==> config.mk <==
export PLATFORM = sky130hd
export DESIGN_NAME = l3_ring_arbiter
export DESIGN_NICKNAME = d
export VERILOG_FILES = /design/src/rtl/l3_arb_pkg.sv /design/src/rtl/l3_ring_arbiter_rr_pick.sv /design/src/rtl/l3_ring_arbiter.sv
export SDC_FILE = /design/constraint.sdc
export NUM_CORES = 1
export LEC_CHECK = 0
export ABC_AREA = 1
export BUFFER_PORTS_ARGS = -buffer_cell sky130_fd_sc_hd__buf_2
export CORE_AREA = 2 2 207 209
export DETAILED_ROUTE_END_ITERATION = 7
export DIE_AREA = 0 0 209 211
export HOLD_SLACK_MARGIN = 0.06
export PLACE_DENSITY_LB_ADDON = 0.25
export SETUP_SLACK_MARGIN = 0.4
export SLEW_MARGIN = 20
export SYNTH_ARGS = -nofsm -noshare
export SYNTH_HDL_FRONTEND = slang
export SYNTH_SLANG_ARGS = --single-unit
export TNS_END_PERCENT = 50
==> constraint.sdc <==
create_clock -name clk -period 10.5 [get_ports clk]
set_input_delay 1.05 -clock clk [delete_from_list [all_inputs] [get_ports clk]]
set_output_delay 1.05 -clock clk [all_outputs]
set_load 0.02 [all_outputs]
==> src/rtl/l3_arb_pkg.sv <==
// Shared definitions for the L3 ring arbiter: FSM encoding, default sizing constants
// and the index-width helper used by the arbiter and its round-robin picker.
package l3_arb_pkg;

  typedef enum logic [1:0] {
    ST_IDLE  = 2'd0,
    ST_ISSUE = 2'd1,
    ST_WAIT  = 2'd2,
    ST_RESP  = 2'd3
  } arb_state_t;

  localparam longint unsigned L3_SIZE_DEF = 64'd4194304;
  localparam int unsigned     TIMEOUT_DEF = 1024;

  function automatic int idx_w(input int n);
    return (n > 1) ? $clog2(n) : 1;
  endfunction

endpackage

==> src/rtl/l3_ring_arbiter_rr_pick.sv <==
// Combinational round-robin selector: first asserted request strictly after
// last_grant, wrapping; last_grant itself is considered last.
module rr_pick
  import l3_arb_pkg::*;
#(
  parameter int NUM_REQ = 2,
  parameter int IDX_W   = idx_w(NUM_REQ)
) (
  input  logic [NUM_REQ-1:0] req,
  input  logic [IDX_W-1:0]   last_grant,
  output logic [IDX_W-1:0]   grant,
  output logic               any_req
);

  always_comb begin : pick
    logic [IDX_W-1:0] cand;
    grant   = last_grant;
    any_req = 1'b0;
    cand    = '0;
    for (int k = 1; k <= NUM_REQ; k++) begin
      cand = IDX_W'((int'(last_grant) + k) % NUM_REQ);
      if (!any_req && req[cand]) begin
        any_req = 1'b1;
        grant   = cand;
      end
    end
  end

endmodule

==> src/rtl/l3_ring_arbiter.sv <==
// Round-robin arbiter sharing one L3 memory between NUM_REQ ring ports, one
// transaction in flight, with address-window rejection and a WAIT timeout.
module l3_ring_arbiter
  import l3_arb_pkg::*;
#(
  parameter int                NUM_REQ = 2,
  parameter int                ADDR_W  = 64,
  parameter int                DATA_W  = 64,
  parameter logic [ADDR_W-1:0] L3_BASE = '0,
  parameter longint unsigned   L3_SIZE = L3_SIZE_DEF,
  parameter int unsigned       TIMEOUT = TIMEOUT_DEF
) (
  input  logic                        clk,
  input  logic                        rst,
  input  logic [NUM_REQ-1:0]          req_valid,
  input  logic [NUM_REQ-1:0]          req_we,
  input  logic [NUM_REQ*ADDR_W-1:0]   req_addr,
  input  logic [NUM_REQ*DATA_W-1:0]   req_wdata,
  output logic [NUM_REQ-1:0]          rsp_ready,
  output logic [NUM_REQ-1:0]          rsp_err,
  output logic [DATA_W-1:0]           rsp_rdata,
  output logic                        mem_rd_en,
  output logic                        mem_wr_en,
  output logic [ADDR_W-1:0]           mem_addr,
  output logic [DATA_W-1:0]           mem_wr_data,
  input  logic [DATA_W-1:0]           mem_rd_data,
  input  logic                        mem_rd_done,
  input  logic                        mem_wr_done,
  output logic                        busy
);

  localparam int                IDX_W     = idx_w(NUM_REQ);
  localparam int                CNT_W     = $clog2(TIMEOUT + 1);
  localparam logic [ADDR_W-1:0] SIZE_A    = ADDR_W'(L3_SIZE);
  localparam logic [CNT_W-1:0]  TCNT_LAST = CNT_W'(TIMEOUT - 1);
  localparam logic [IDX_W-1:0]  LAST_INIT = IDX_W'(NUM_REQ - 1);

  arb_state_t        state, state_nxt;
  logic [IDX_W-1:0]  last_grant, grant_q, pick_idx;
  logic              pick_any;
  logic              err_q;
  logic [CNT_W-1:0]  tcnt;
  logic              we_q;
  logic [ADDR_W-1:0] addr_q;
  logic [DATA_W-1:0] wdata_q, rdata_q;

  logic [ADDR_W-1:0] sel_addr, sel_off;
  logic [DATA_W-1:0] sel_wdata;
  logic              in_win, active, done_match, expire;

  rr_pick #(
    .NUM_REQ (NUM_REQ),
    .IDX_W   (IDX_W)
  ) u_pick (
    .req        (req_valid),
    .last_grant (last_grant),
    .grant      (pick_idx),
    .any_req    (pick_any)
  );

  // Unsigned offset compare: addresses below the base wrap to huge values and fail.
  assign sel_addr   = req_addr[int'(pick_idx)*ADDR_W +: ADDR_W];
  assign sel_wdata  = req_wdata[int'(pick_idx)*DATA_W +: DATA_W];
  assign sel_off    = sel_addr - L3_BASE;
  assign in_win     = (sel_off < SIZE_A);
  assign done_match = we_q ? mem_wr_done : mem_rd_done;
  assign expire     = (tcnt == TCNT_LAST);
  assign active     = (state == ST_ISSUE) || (state == ST_WAIT);

  always_ff @(posedge clk or posedge rst) begin
    if (rst) begin
      state      <= ST_IDLE;
      last_grant <= LAST_INIT;
      grant_q    <= '0;
      err_q      <= 1'b0;
      tcnt       <= '0;
    end else begin
      state <= state_nxt;
      case (state)
        ST_IDLE: begin
          if (pick_any) begin
            grant_q    <= pick_idx;
            last_grant <= pick_idx;
            err_q      <= !in_win;
          end
        end
        ST_ISSUE: tcnt <= '0;
        ST_WAIT: begin
          tcnt <= tcnt + 1'b1;
          if (!done_match && expire) err_q <= 1'b1;
        end
        ST_RESP: err_q <= 1'b0;
        default: ;
      endcase
    end
  end

  // Transaction payload; outputs are gated by state, so these need no reset.
  always_ff @(posedge clk) begin
    if (state == ST_IDLE && pick_any) begin
      we_q    <= req_we[pick_idx];
      addr_q  <= sel_off;
      wdata_q <= sel_wdata;
      rdata_q <= '0;
    end else if (state == ST_WAIT && !we_q && mem_rd_done) begin
      rdata_q <= mem_rd_data;
    end
  end

  always_comb begin
    state_nxt   = state;
    rsp_ready   = '0;
    rsp_err     = '0;
    rsp_rdata   = '0;
    mem_rd_en   = active && !we_q;
    mem_wr_en   = active && we_q;
    mem_addr    = active ? addr_q : '0;
    mem_wr_data = (active && we_q) ? wdata_q : '0;
    busy        = (state != ST_IDLE);
    case (state)
      ST_IDLE:  if (pick_any) state_nxt = in_win ? ST_ISSUE : ST_RESP;
      ST_ISSUE: state_nxt = ST_WAIT;
      ST_WAIT:  if (done_match || expire) state_nxt = ST_RESP;
      ST_RESP: begin
        rsp_ready[grant_q] = 1'b1;
        rsp_err[grant_q]   = err_q;
        rsp_rdata          = rdata_q;
        state_nxt          = ST_IDLE;
      end
      default:  state_nxt = ST_IDLE;
    endcase
  end

endmodule

# == Yosys cells after proc, flatten, opt, wreduce, memory -nomap -nowiden ==
# Index checks and enable logic that the tools add are counted.
# classes
order_cmp,6
mux,26
bitwise_logic,1
eq_ne,7
n_shift,2
add_sub_neg,3
reduce_logical,21
# ops
operator,count
$shiftx 128x8->64,2
$mux 64,3
$lt 64x23->1 const B,1
$pmux 11 s2,1
$mux 1,14
$add 11x1->11 const B,1
$eq 11x10->1 const B,1
$mux 2,5
$logic_and 1x1->1,8
$lt 1x2->1 const B,4
$pmux 2 s4,1
$eq 2x2->1 const B,2
$logic_not 1->1,4
$ne 2x2->1 const B,2
$reduce_and 2->1,2
$reduce_bool 2->1,2
$pmux 1 s3,1
$reduce_and 3->1,1
$reduce_bool 3->1,1
$add 1x1->1 const B,2
$and 2x2->2,1
$eq 2x1->1 const B,1
$logic_not 2->1,1
$logic_or 1x1->1,2
3 further kinds,3
# totals
out_inout_bits,199
inputBits,328
regBits,209
word_cells,75

# == Longest topological paths before layout ==
# Gate-level depths: netlist of the first run.
# depth
depth_word,12
ltp_mapped,13
ltp_nobuf,11

# == By module ==
# Synthesis of the first run repeated with hierarchy kept, for this count alone.
# unflattened
hier_cells,1447
area_unflattened_um2,10585.2
# modules_own_cells
module,area_each_um2,seq_area_each_um2,cells_per_inst,instances
l3_ring_arbiter,10560.1,5556.6,1441,1
rr_pick,25.0,0.0,6,1

# == Least setup slack after synthesis of the first run ==
# OpenSTA, ideal clock, no wires.
# synth_path
path_kind,input to register
startpoint,input req_valid[0]
endpoint,register rdata_q[10]
setup_ns,0.128
arrival_ns,8.369
slack_ns,2.003
path_buffers,2
required_ns,10.372
cell_stages,7
cell_sequence,inv_1 > a21oi_1 > inv_1 > clkbuf_1 > clkbuf_1 > o21ai_0 > a21oi_1
# synth_via
elab_chain_len,7
elab_cells_between_ends,9
classes_between,6 x mux; 3 x reduce/logical
# synth_lines
item,line_no,rtl
from (decl),l3_ring_arbiter.sv:15,"input logic [NUM_REQ-1:0] req_valid,"
$mux 1 (implied by the code) (2 in series),l3_ring_arbiter_rr_pick.sv:22,if (!any_req && req[cand]) begin
$mux 1,l3_ring_arbiter_rr_pick.sv:22,
$logic_not 1->1,l3_ring_arbiter_rr_pick.sv:22,
$logic_and 1x1->1,l3_ring_arbiter_rr_pick.sv:22,
$mux 1 *,l3_ring_arbiter_rr_pick.sv:22,
$logic_and 1x1->1 *,l3_ring_arbiter.sv:100,if (state == ST_IDLE && pick_any) begin
to (signal assigned),l3_ring_arbiter.sv:106,rdata_q <= mem_rd_data;
to (decl),l3_ring_arbiter.sv:45,"logic [DATA_W-1:0] wdata_q, rdata_q;"
# Mark *: on every way between the ends. The rest lies on a longest branch, timed or not. The select of a mux whose other input is x is not followed.
# A chain may end at the register's enable or synchronous reset.

# == Worst setup path in the final report of the first run ==
# layout_path
startpoint,input req_valid[0]
endpoint,register err_q
# layout_via
elab_chain_len,11
elab_cells_between_ends,17
classes_between,1 x order compare; 1 x eq/ne; 1 x shift; 10 x mux; 4 x reduce/logical
# layout_lines
item,line_no,rtl
$mux 1 (implied by the code) (2 in series),l3_ring_arbiter_rr_pick.sv:22,
$mux 1,l3_ring_arbiter_rr_pick.sv:22,
$logic_not 1->1,l3_ring_arbiter_rr_pick.sv:22,
$logic_and 1x1->1,l3_ring_arbiter_rr_pick.sv:22,
$mux 1 *,l3_ring_arbiter_rr_pick.sv:22,
$shiftx 128x8->64 *,l3_ring_arbiter.sv:62,assign sel_addr = req_addr[int'(pick_idx)*ADDR_W +: ADDR_W];
net sel_addr[37],l3_ring_arbiter.sv:47,"logic [ADDR_W-1:0] sel_addr, sel_off;"
$lt 64x23->1 *,l3_ring_arbiter.sv:65,assign in_win = (sel_off < SIZE_A);
$logic_not 1->1 *,l3_ring_arbiter.sv:84,err_q <= !in_win;
$mux 1 *,l3_ring_arbiter.sv:81,if (pick_any) begin
$pmux 1 s3 *,l3_ring_arbiter.sv:79,case (state)
to (signal assigned),l3_ring_arbiter.sv:84,
to (decl),l3_ring_arbiter.sv:41,logic err_q;
# The timed path passes the listed nets; every way through them passes the cells marked *. The select of a mux whose other input is x is not followed.

==> impl_metrics.env, run 1 <==
export IMPL_io_buffer_count=526
export IMPL_ys_seq_elements=209
export IMPL_cap_violations=0
export IMPL_worst_pin_slew_ps=1060
export IMPL_wl_met3_um=2670
export IMPL_num_io_pins=527
export IMPL_routed_via_density=4.23
export IMPL_drc=0
export IMPL_finalSetupViolCount=0
export IMPL_status="finished clean"
export IMPL_final_core_util_pct=35.1
export IMPL_drt_initial_drc_count=514
export IMPL_routabilityCongestion=0.865
export IMPL_placed_area_um2=13700
export IMPL_core_area_um2=41800
export IMPL_syn_avg_cell_area_um2=7.35
export IMPL_cp_required_ps=10920
export IMPL_crit_chain="buf_2, nand2_1, buf_4, o21ai_4, buf_4, buf_4, clkinv_2, buf_4, nand2_1, nand2_1, nor2_1, nand2_1, nor2_1, nand4_1, nand2_1, nand2_1"
export IMPL_cts_resized=0
export IMPL_dieArea_um2=44100
export IMPL_wl_um=37500
export IMPL_grt_overflow_total=0
export IMPL_fin_area_um2=14600
export IMPL_cts_max_level=1
export IMPL_cts_sinks=209
export IMPL_worstSkewPairLatency_ps=550
export IMPL_powerDensity_nw_per_um2=294
export IMPL_grt_max_degree=126
export IMPL_seq_area_frac_synth_pct=52.3
export IMPL_drive_gt1_share_pct=29.9
export IMPL_finalClockSkew_ps=22.1
export IMPL_crit_type="in -> reg"
export IMPL_crit_arrival_ps=4290
export IMPL_postCtsSetupRepairBufs=0
export IMPL_end_kind="flip-flop"
export IMPL_hpwl_um=28200
export IMPL_clk_path_buf_depth=3
export IMPL_netlist_area_um2=10600
export IMPL_finalCriticalPeriod_ps=3870
export IMPL_clk_pin_slew_worst_paths_ps=60
export IMPL_max_stage_delay_ps=690
export IMPL_dr_max_layer_used="met5"
export IMPL_antenna_found_initial=5
export IMPL_wl_met2_um=18800
export IMPL_grt_use_total_pct=16.2
export IMPL_first_global_vias=10527
export IMPL_fp_dieW_um=209
export IMPL_final_fill_count=4608
export IMPL_hold_buffers=0
export IMPL_fin_setup_tns_ps=0
export IMPL_synthCells=1446
export IMPL_drt_met1_wl_um=15000
export IMPL_syn_nets=1779
export IMPL_yosys_warnings=0
export IMPL_yosysUniqueCellTypes=24
export IMPL_cts_tree="done"
export IMPL_hold_violations=0
export IMPL_routedWlPerCell_um=15.0
export IMPL_crit_top_cell="nand2_1"
export IMPL_power_total_mw=4.30
export IMPL_rsz0062_at_grt="no"
export IMPL_initial_utilization_pct=25.5
export IMPL_dr_pass1_iters=6
export IMPL_nets=2272
export IMPL_vias=10588
export IMPL_cp_start_kind="primary input"
export IMPL_hold_path_class="reg -> reg"
export IMPL_leakagePower_nw=8.80
export IMPL_drv_slew=0
export IMPL_numCtsBuffers=27
export IMPL_worstPathMaxFanout=90
export IMPL_finalCritPeriodShare_pct=36.8
export IMPL_ant_nets=0
export IMPL_grt_pass1_wl_um=56300
export IMPL_root_buffer="clkbuf_16"
export IMPL_area_growth_pct=37.8
export IMPL_die_h_um=211
export IMPL_crit_slowest_cell="buf_4"
export IMPL_max_clock_freq_ghz=0.259
export IMPL_vdd_drop_max_mv=0.152
export IMPL_holdWs_ps=514
export IMPL_rows=75
export IMPL_relSlewSlack_pct=29.4
==> power by group <==
| part | internal (mW) | total [mW] | leakage, nW | switching [mW] |
|---|---|---|---|---|
| combinational | 0.562 | 2.01 | 6.40 | 1.45 |
| clock | 0.599 | 0.963 | 0.455 | 0.364 |
| sequential | 1.23 | 1.33 | 1.94 | 0.103 |
==> synth_stat cells <==
cell type	instances	area [µm²]
clkbuf_1	46	173
nor2_1	94	353
buf_1	8	30.0
ha_1	5	62.6
nand3_1	20	100
o21ai_0	74	370
inv_1	344	1290
buf_6	5	56.3
a22oi_1	1	7.51
a221oi_1	1	8.76
o21ai_2	1	8.76
nor3_1	6	30.0
dfxtp_1	64	1280
dfstp_2	1	26.3
nand3b_1	19	143
edfxtp_1	129	3870
nand2_1	512	1920
buf_2	10	50.1
dfrtp_1	15	375
buf_4	4	30.0
a21oi_1	76	380
o21ai_1	7	35.0
inv_2	1	3.75
nand4_1	3	18.8
==> metrics by stage <==
step | cells | worst slack, ps
final | 2502 | 6630
after global routing | 2501 | 6210
after CTS | 2498 | 6640
after detailed placement | 2449 | 6070
after global placement | 2449 | 6050
after floorplan | 1446 | 2000
==> path summary, 6_finish.rpt <==
kind	startpoint	cells after the start	slack, ps	to
worst max-delay path	req_valid[0]	16	6630	err_q$_DFFE_PP0P_
worst min-delay path	tcnt[0]$_DFFE_PP0N_	1	510	tcnt[0]$_DFFE_PP0N_
worst max register to register	last_grant$_DFFE_PP1P_	15	6680	err_q$_DFFE_PP0P_
worst min register to register	tcnt[0]$_DFFE_PP0N_	1	510	tcnt[0]$_DFFE_PP0N_
max in group asynchronous	rst	2	9450	tcnt[6]$_DFFE_PP0N_
min in group asynchronous	rst	2	610	tcnt[9]$_DFFE_PP0N_
==> cell usage in the layout (no fill, tap or decap), drive strengths merged <==
| cell | instances |
|---|---|
| diode | 4 |
| dfxtp | 64 |
| a22oi | 1 |
| a221oi | 1 |
| nand4 | 3 |
| nand3 | 20 |
| clkinv | 5 |
| o21ai | 82 |
| bufinv | 3 |
| ha | 5 |
| edfxtp | 129 |
| a21oi | 76 |
| nand2 | 512 |
| buf | 537 |
| nor3 | 6 |
| nand3b | 19 |
| clkbuf | 41 |
| dfstp | 1 |
| nor2 | 94 |
| inv | 345 |
| dfrtp | 15 |
==> layer usage <==
layer  vias to the layer above  global-route usage, %
met5                         -                      0
met4                         2                   4.98
met3                        57                   4.83
met2                       338                   28.6
met1                      4895                   18.9
li1                       5296                      -
==> kinds of logic after synthesis <==
kind of cell	share of synthesized area [%]
simple gates	24.1
compound gates	7.63
buf+inv	15.4
fa+ha+maj	0.589
flops	52.3
==> area by class of cell <==
class                   count  area, µm²  area share [%]
diodes                      4       10.0          0.0683
clock buffers              41        802            5.47
clock inverters             8        124           0.846
inverters                 345       1300            8.85
multi-input cells         819       3470            23.7
flip-flops and latches    209       5560            37.9
well taps                 539        674            4.60
repair buffers            537       2720            18.5
==> sequential cells by signal, summed over array words and instances, names as in the netlist <==
name / cells
addr_q: 64
rdata_q: 64
wdata_q: 64
tcnt: 11
state: 2
err_q: 1
grant_q: 1
last_grant: 1
we_q: 1
==> worst max-delay path, delay by kind of cell <==
family | cells | cell delay (ps)
buffers and inverters | 6 | 2130
and+or+nand+nor | 9 | 850
AOI/OAI and AO/OA | 1 | 90
Power figures use the tool's default switching activity.
==> inputs of run 2 (changes only) <==
- ABC_AREA: 1 -> 0
- clock period: 10.5 -> 3.95 ns (I/O delays scaled with it)
==> impl_metrics.env, run 2 <==
export IMPL_num_io_pins=527
export IMPL_reg_top3="addr_q x64, rdata_q x64, wdata_q x64"
export IMPL_seq_area_frac_synth_pct=55.5
export IMPL_cts_tree="done"
export IMPL_max_clock_freq_ghz=0.340
export IMPL_hold_path_class="in -> reg"
export IMPL_yosys_warnings=0
export IMPL_final_core_util_pct=34.5
export IMPL_vias=8729
export IMPL_finalCriticalPeriod_ps=2940
export IMPL_drt_met1_wl_um=13700
export IMPL_dieArea_um2=44100
export IMPL_drc=0
export IMPL_drt_initial_drc_count=353
export IMPL_cp_required_ps=3560
export IMPL_routed_via_density=4.36
export IMPL_cts_max_level=1
export IMPL_netlist_area_um2=10000
export IMPL_multiInputGateArea_um2=4180
export IMPL_leakagePower_nw=6.53
export IMPL_status="finished clean"
export IMPL_hold_violations=0
export IMPL_synth_cells_most_frequent="nand2_1, and2_1, edfxtp_1"
export IMPL_antenna_cells=0
export IMPL_fin_area_um2=14400
export IMPL_cp_start_kind="flip-flop"
export IMPL_max_stage_delay_ps=690
export IMPL_ant_nets=0
export IMPL_drv_slew=0
export IMPL_crit_slowest_cell="ha_4"
export IMPL_nets=1779
export IMPL_worstPathMaxFanout=78
export IMPL_crit_type="reg -> out"
export IMPL_clk_path_buf_depth=3
export IMPL_worstSkewPairLatency_ps=550
export IMPL_cts_resized=0
export IMPL_die_h_um=211
export IMPL_cap_violations=0
export IMPL_fin_setup_tns_ps=0
export IMPL_wl_met3_um=2280
export IMPL_grt_pass1_wl_um=51300
export IMPL_root_buffer="clkbuf_16"
export IMPL_yosysUniqueCellTypes=40
export IMPL_crit_chain="inv_1, ha_4, buf_12, and3_1, buf_2"
export IMPL_grt_max_degree=83
export IMPL_critPathTopFamily="adder cells"
export IMPL_drive_gt1_share_pct=46.8
export IMPL_grt_use_total_pct=15.0
export IMPL_final_cell_mix="buf_2, nand2_1, and2_1"
export IMPL_dpl_cell_count=1919
export IMPL_async_reset_ff_share_pct=7.66
export IMPL_synth_edf_count=129
export IMPL_yosysMostFrequentCell="nand2_1"
export IMPL_numCtsBuffers=26
export IMPL_postCtsSetupRepairBufs=0
export IMPL_wl_met2_um=17700
export IMPL_final_common_cell="buf_2"
export IMPL_rows=75
export IMPL_placed_area_um2=13200
export IMPL_ys_seq_elements=209
export IMPL_vdd_drop_max_mv=0.369
export IMPL_core_area_um2=41800
export IMPL_crit_arrival_ps=2550
export IMPL_dr_pass1_iters=6
export IMPL_initial_utilization_pct=24.0
export IMPL_io_buffer_count=526
export IMPL_synth_top_cell_by_area="edfxtp_1"
export IMPL_finalCritPeriodShare_pct=74.4
export IMPL_fp_dieW_um=209
export IMPL_ys_flop_type="edfxtp_1"
export IMPL_hold_buffers=38
export IMPL_instances_no_fill=2004
export IMPL_end_kind="output pin"
export IMPL_cts_sinks=209
export IMPL_yosysTopAreaCellShare_pct=38.7
export IMPL_finalSetupViolCount=0
export IMPL_wl_um=34800
export IMPL_area_growth_pct=43.8
export IMPL_routedWlPerCell_um=17.4
export IMPL_synth_area_leaders="edfxtp_1, dfxtp_1, mux2_2"
export IMPL_synthCells=912
export IMPL_final_fill_count=4315
export IMPL_powerDensity_nw_per_um2=748
export IMPL_dr_max_layer_used="met5"
export IMPL_finalClockSkew_ps=13.3
export IMPL_syn_nets=1245
export IMPL_hpwl_um=25800
export IMPL_grt_overflow_total=0
export IMPL_antenna_found_initial=4
export IMPL_first_global_vias=8692
export IMPL_routabilityCongestion=0.833
export IMPL_worst_pin_slew_ps=817
export IMPL_syn_avg_cell_area_um2=11.0
export IMPL_relSlewSlack_pct=45.0
export IMPL_register_area_um2=5560
export IMPL_rsz0062_at_grt="no"
export IMPL_clk_pin_slew_worst_paths_ps=60
export IMPL_path_buf_inv=3
run 2: worst reg2reg max path: stages (launching register included):
cell     delay, ps
dfrtp_1        410
inv_1          150
ha_1           420
inv_2          130
nor3b_2        190
buf_4          590
nand2_1        180
a21oi_1        140
run 2: report_power, final:
| group | switching, mW | internal (mW) | leakage [nW] |
|---|---|---|---|
| registers | 0.290 | 3.26 | 1.93 |
| clock network | 0.943 | 1.31 | 0.395 |
| logic | 3.11 | 1.87 | 4.20 |
run 2: final cells by class:
cell class	count	area share [%]
Timing Repair Buffer	573	21.8
Tap cell	539	4.68
Inverter	9	0.269
Clock inverter	9	0.426
Multi-Input combinational cell	627	29.0
Sequential cell	209	38.6
Clock buffer	38	5.18
run 2: logic make-up after synthesis:
family	synth area share (%)
XOR/XNOR	0.350
flip-flops	55.5
AND/OR/NAND/NOR	21.2
multiplexers	15.0
AO/OA/AOI/OAI	4.36
adder cells (fa/ha/maj)	0.625
buffers and inverters	2.97
run 2: path summary, 6_finish.rpt:
path	end	startpoint	depth (start not counted)	slack (ps)
setup / recovery	mem_wr_data[39]	state[1]$_DFFE_PP0P_	5	1010
hold / removal	rdata_q[13]$_SDFFE_PP0P_	mem_rd_data[13]	3	90
setup reg to reg	rdata_q[48]$_SDFFE_PP0P_	state[0]$_DFFE_PP0P_	7	1660
hold reg to reg	rdata_q[54]$_SDFFE_PP0P_	rdata_q[54]$_SDFFE_PP0P_	2	450
max in group asynchronous	grant_q$_DFFE_PP0P_	rst	3	2990
min in group asynchronous	tcnt[1]$_DFFE_PP0N_	rst	3	520
run 2: per-stage QoR:
| stage | hold WS, ps | setup WS [ps] | power [mW] |
|---|---|---|---|
| 2_1_floorplan | 308 | 842 | 6.86 |
| 3_3_place_gp | 437 | 1620 | 8.56 |
| 3_5_place_dp | 442 | 1550 | 8.61 |
| 4_1_cts | 60.8 | 946 | 11.0 |
| 5_1_grt | 68.6 | 779 | 11.5 |
| 6_report | 86.1 | 1010 | 10.8 |
run 2: metal layers:
metal  vias up  global-route usage [%]
met3        62                    3.93
met5         -                       0
met1      4077                    17.5
met2       320                    26.8
li1       4262                       -
met4         8                    4.93
==> inputs of run 3 (changes only) <==
- ABC_AREA: 0 -> 1
- clock period: 3.95 -> 2.7 ns (I/O delays scaled with it)
==> impl_metrics.env, run 3 (synthesized netlist as in run 1, its figures left out) <==
export IMPL_routabilityCongestion=0.870
export IMPL_leakagePower_nw=10.2
export IMPL_fp_dieW_um=209
export IMPL_routedWlPerCell_um=15.0
export IMPL_drc=0
export IMPL_cp_start_kind="flip-flop"
export IMPL_grt_use_total_pct=18.0
export IMPL_finalCriticalPeriod_ps=2320
export IMPL_pre_cts_slack_ps=317
export IMPL_cts_sinks=209
export IMPL_drt_initial_drc_count=614
export IMPL_max_stage_delay_ps=410
export IMPL_crit_arrival_ps=2050
export IMPL_critPathLaunch="state[0]$_DFFE_PP0P_"
export IMPL_rows=75
export IMPL_dr_pass1_iters=5
export IMPL_vias=11956
export IMPL_reg2reg_from="last_grant$_DFFE_PP1P_"
export IMPL_wl_um=42100
export IMPL_finalSetupViolCount=0
export IMPL_crit_type="reg -> out"
export IMPL_worstPathMaxFanout=8
export IMPL_clk_pin_slew_worst_paths_ps=60
export IMPL_num_io_pins=527
export IMPL_cp_required_ps=2430
export IMPL_routed_via_density=4.27
export IMPL_final_common_cell="nand2_1"
export IMPL_multiInputGateArea_um2=3740
export IMPL_drive_gt1_share_pct=29.5
export IMPL_vdd_drop_max_mv=0.693
export IMPL_dieArea_um2=44100
export IMPL_clk_path_buf_depth=3
export IMPL_final_cell_mix="nand2_1, buf_2, inv_1"
export IMPL_max_clock_freq_ghz=0.431
export IMPL_crit_chain="inv_4, ha_4, nand2_8, clkbuf_16, nor2_1, buf_4"
export IMPL_status="finished clean"
export IMPL_drv_slew=0
export IMPL_critPathTopFamily="buffers and inverters"
export IMPL_core_area_um2=41800
export IMPL_grt_pass1_wl_um=63300
export IMPL_relSlewSlack_pct=51.7
export IMPL_path_buf_inv=3
export IMPL_hold_violations=0
export IMPL_hold_path_class="in -> reg"
export IMPL_finalClockSkew_ps=8.05
export IMPL_cts_tree="done"
export IMPL_reg_top3="addr_q x64, rdata_q x64, wdata_q x64"
export IMPL_worst_pin_slew_ps=725
export IMPL_cts_max_level=1
export IMPL_area_growth_pct=72.4
export IMPL_final_fill_count=3979
export IMPL_initial_utilization_pct=25.5
export IMPL_die_h_um=211
export IMPL_fin_ws_ps=380
export IMPL_end_kind="output pin"
export IMPL_grt_max_degree=129
export IMPL_final_core_util_pct=43.9
export IMPL_antenna_found_initial=4
export IMPL_worstSkewPairLatency_ps=550
export IMPL_powerDensity_nw_per_um2=1040
export IMPL_register_area_um2=5560
export IMPL_finalCritPeriodShare_pct=85.9
export IMPL_grt_overflow_total=0
export IMPL_root_buffer="clkbuf_16"
export IMPL_numCtsBuffers=28
export IMPL_min_delay_start="req_addr[102]"
export IMPL_rsz0062_at_grt="yes"
export IMPL_hpwl_um=26900
export IMPL_crit_slowest_cell="dfrtp_2"
export IMPL_io_buffer_count=526
export IMPL_first_global_vias=12282
export IMPL_cap_violations=0
export IMPL_nets=2569
export IMPL_ant_nets=0
-- run 3: cell types whose count changed in the layout (fill, tap and decap cells not counted), sizes merged, moves of 13 or more --
| cell | change |
|---|---|
| inv | +335 |
| and2 | -131 |
| nand3b | +18 |
| nor4 | -22 |
| dlygate4sd3 | +225 |
| o21ai | +76 |
| nor2 | +82 |
| mux2 | -132 |
| nand3 | +13 |
| nand2 | +368 |
| and3 | -66 |
| buf | +31 |
-- run 3: final cells by class --
class,count,share of cell area [%]
clock inverters,14,0.457
diodes,4,0.0546
inverters,345,7.10
multi-input cells,821,20.4
well taps,539,3.68
flip-flops and latches,209,30.3
clock buffers,37,4.31
repair buffers,831,33.6
-- run 3: final timing paths --
check                      slack, ps  cells past startpoint                   end
hold / removal                   100                      3  addr_q[38]$_DFFE_PP_
setup reg to reg                 550                     10     err_q$_DFFE_PP0P_
min in group asynchronous        410                      3   grant_q$_DFFE_PP0P_
hold reg to reg                  510                      1   tcnt[0]$_DFFE_PP0N_
max in group asynchronous       1810                      3  state[0]$_DFFE_PP0P_
setup / recovery                 380                      6       mem_wr_data[44]
-- run 3: metal layers --
layer	vias up	GRT usage [%]	part of all wire, %
li1	5904	-	-
met5	-	0	0
met3	107	4.49	7.1
met4	0	6.58	3.6
met2	479	31.3	48
met1	5466	21.4	41
-- run 3: through the flow --
stage | hold WS, ps | std cells | power (mW) | instance area (µm²) | setup TNS [ps]
final | 98.0 | 2800 | 19.1 | 18300 | 0
after global routing | 83.0 | 2799 | 20.4 | 18300 | 0
after CTS | 60.3 | 2782 | 18.9 | 18100 | 0
after detailed placement | 415 | 2453 | 13.3 | 13800 | 0
after global placement | 399 | 2453 | 13.3 | 13800 | 0
after floorplan | 183 | 1446 | 10.4 | 10700 | -134820
-- run 3: power breakdown --
| part | switching, mW | internal, mW | total [mW] |
|---|---|---|---|
| combinational | 6.52 | 3.90 | 10.4 |
| sequential | 0.396 | 4.75 | 5.15 |
| clock | 1.45 | 2.06 | 3.51 |
| total | 8.36 | 10.7 | 19.1 |
-- run 3: what timing repair did --
item,4_1_cts,5_1_grt
endpoints found under the setup margin,247,272
hold buffers,263,0
pin swaps,1,3
gates cloned,6,4
resized for setup,156,23
endpoints found under the hold margin,183,0
buffers inserted,9,10
-- run 3: worst register-to-register path: stages (launching register included) --
cell and delay, ps:
dfstp_2 640, nand2_2 160, o21ai_4 170, buf_12 220
nand2_1 80, o21ai_0 160, nand3_1 150, nor2_1 210
nand4_1 130, nand2_1 70, nand2_1 40
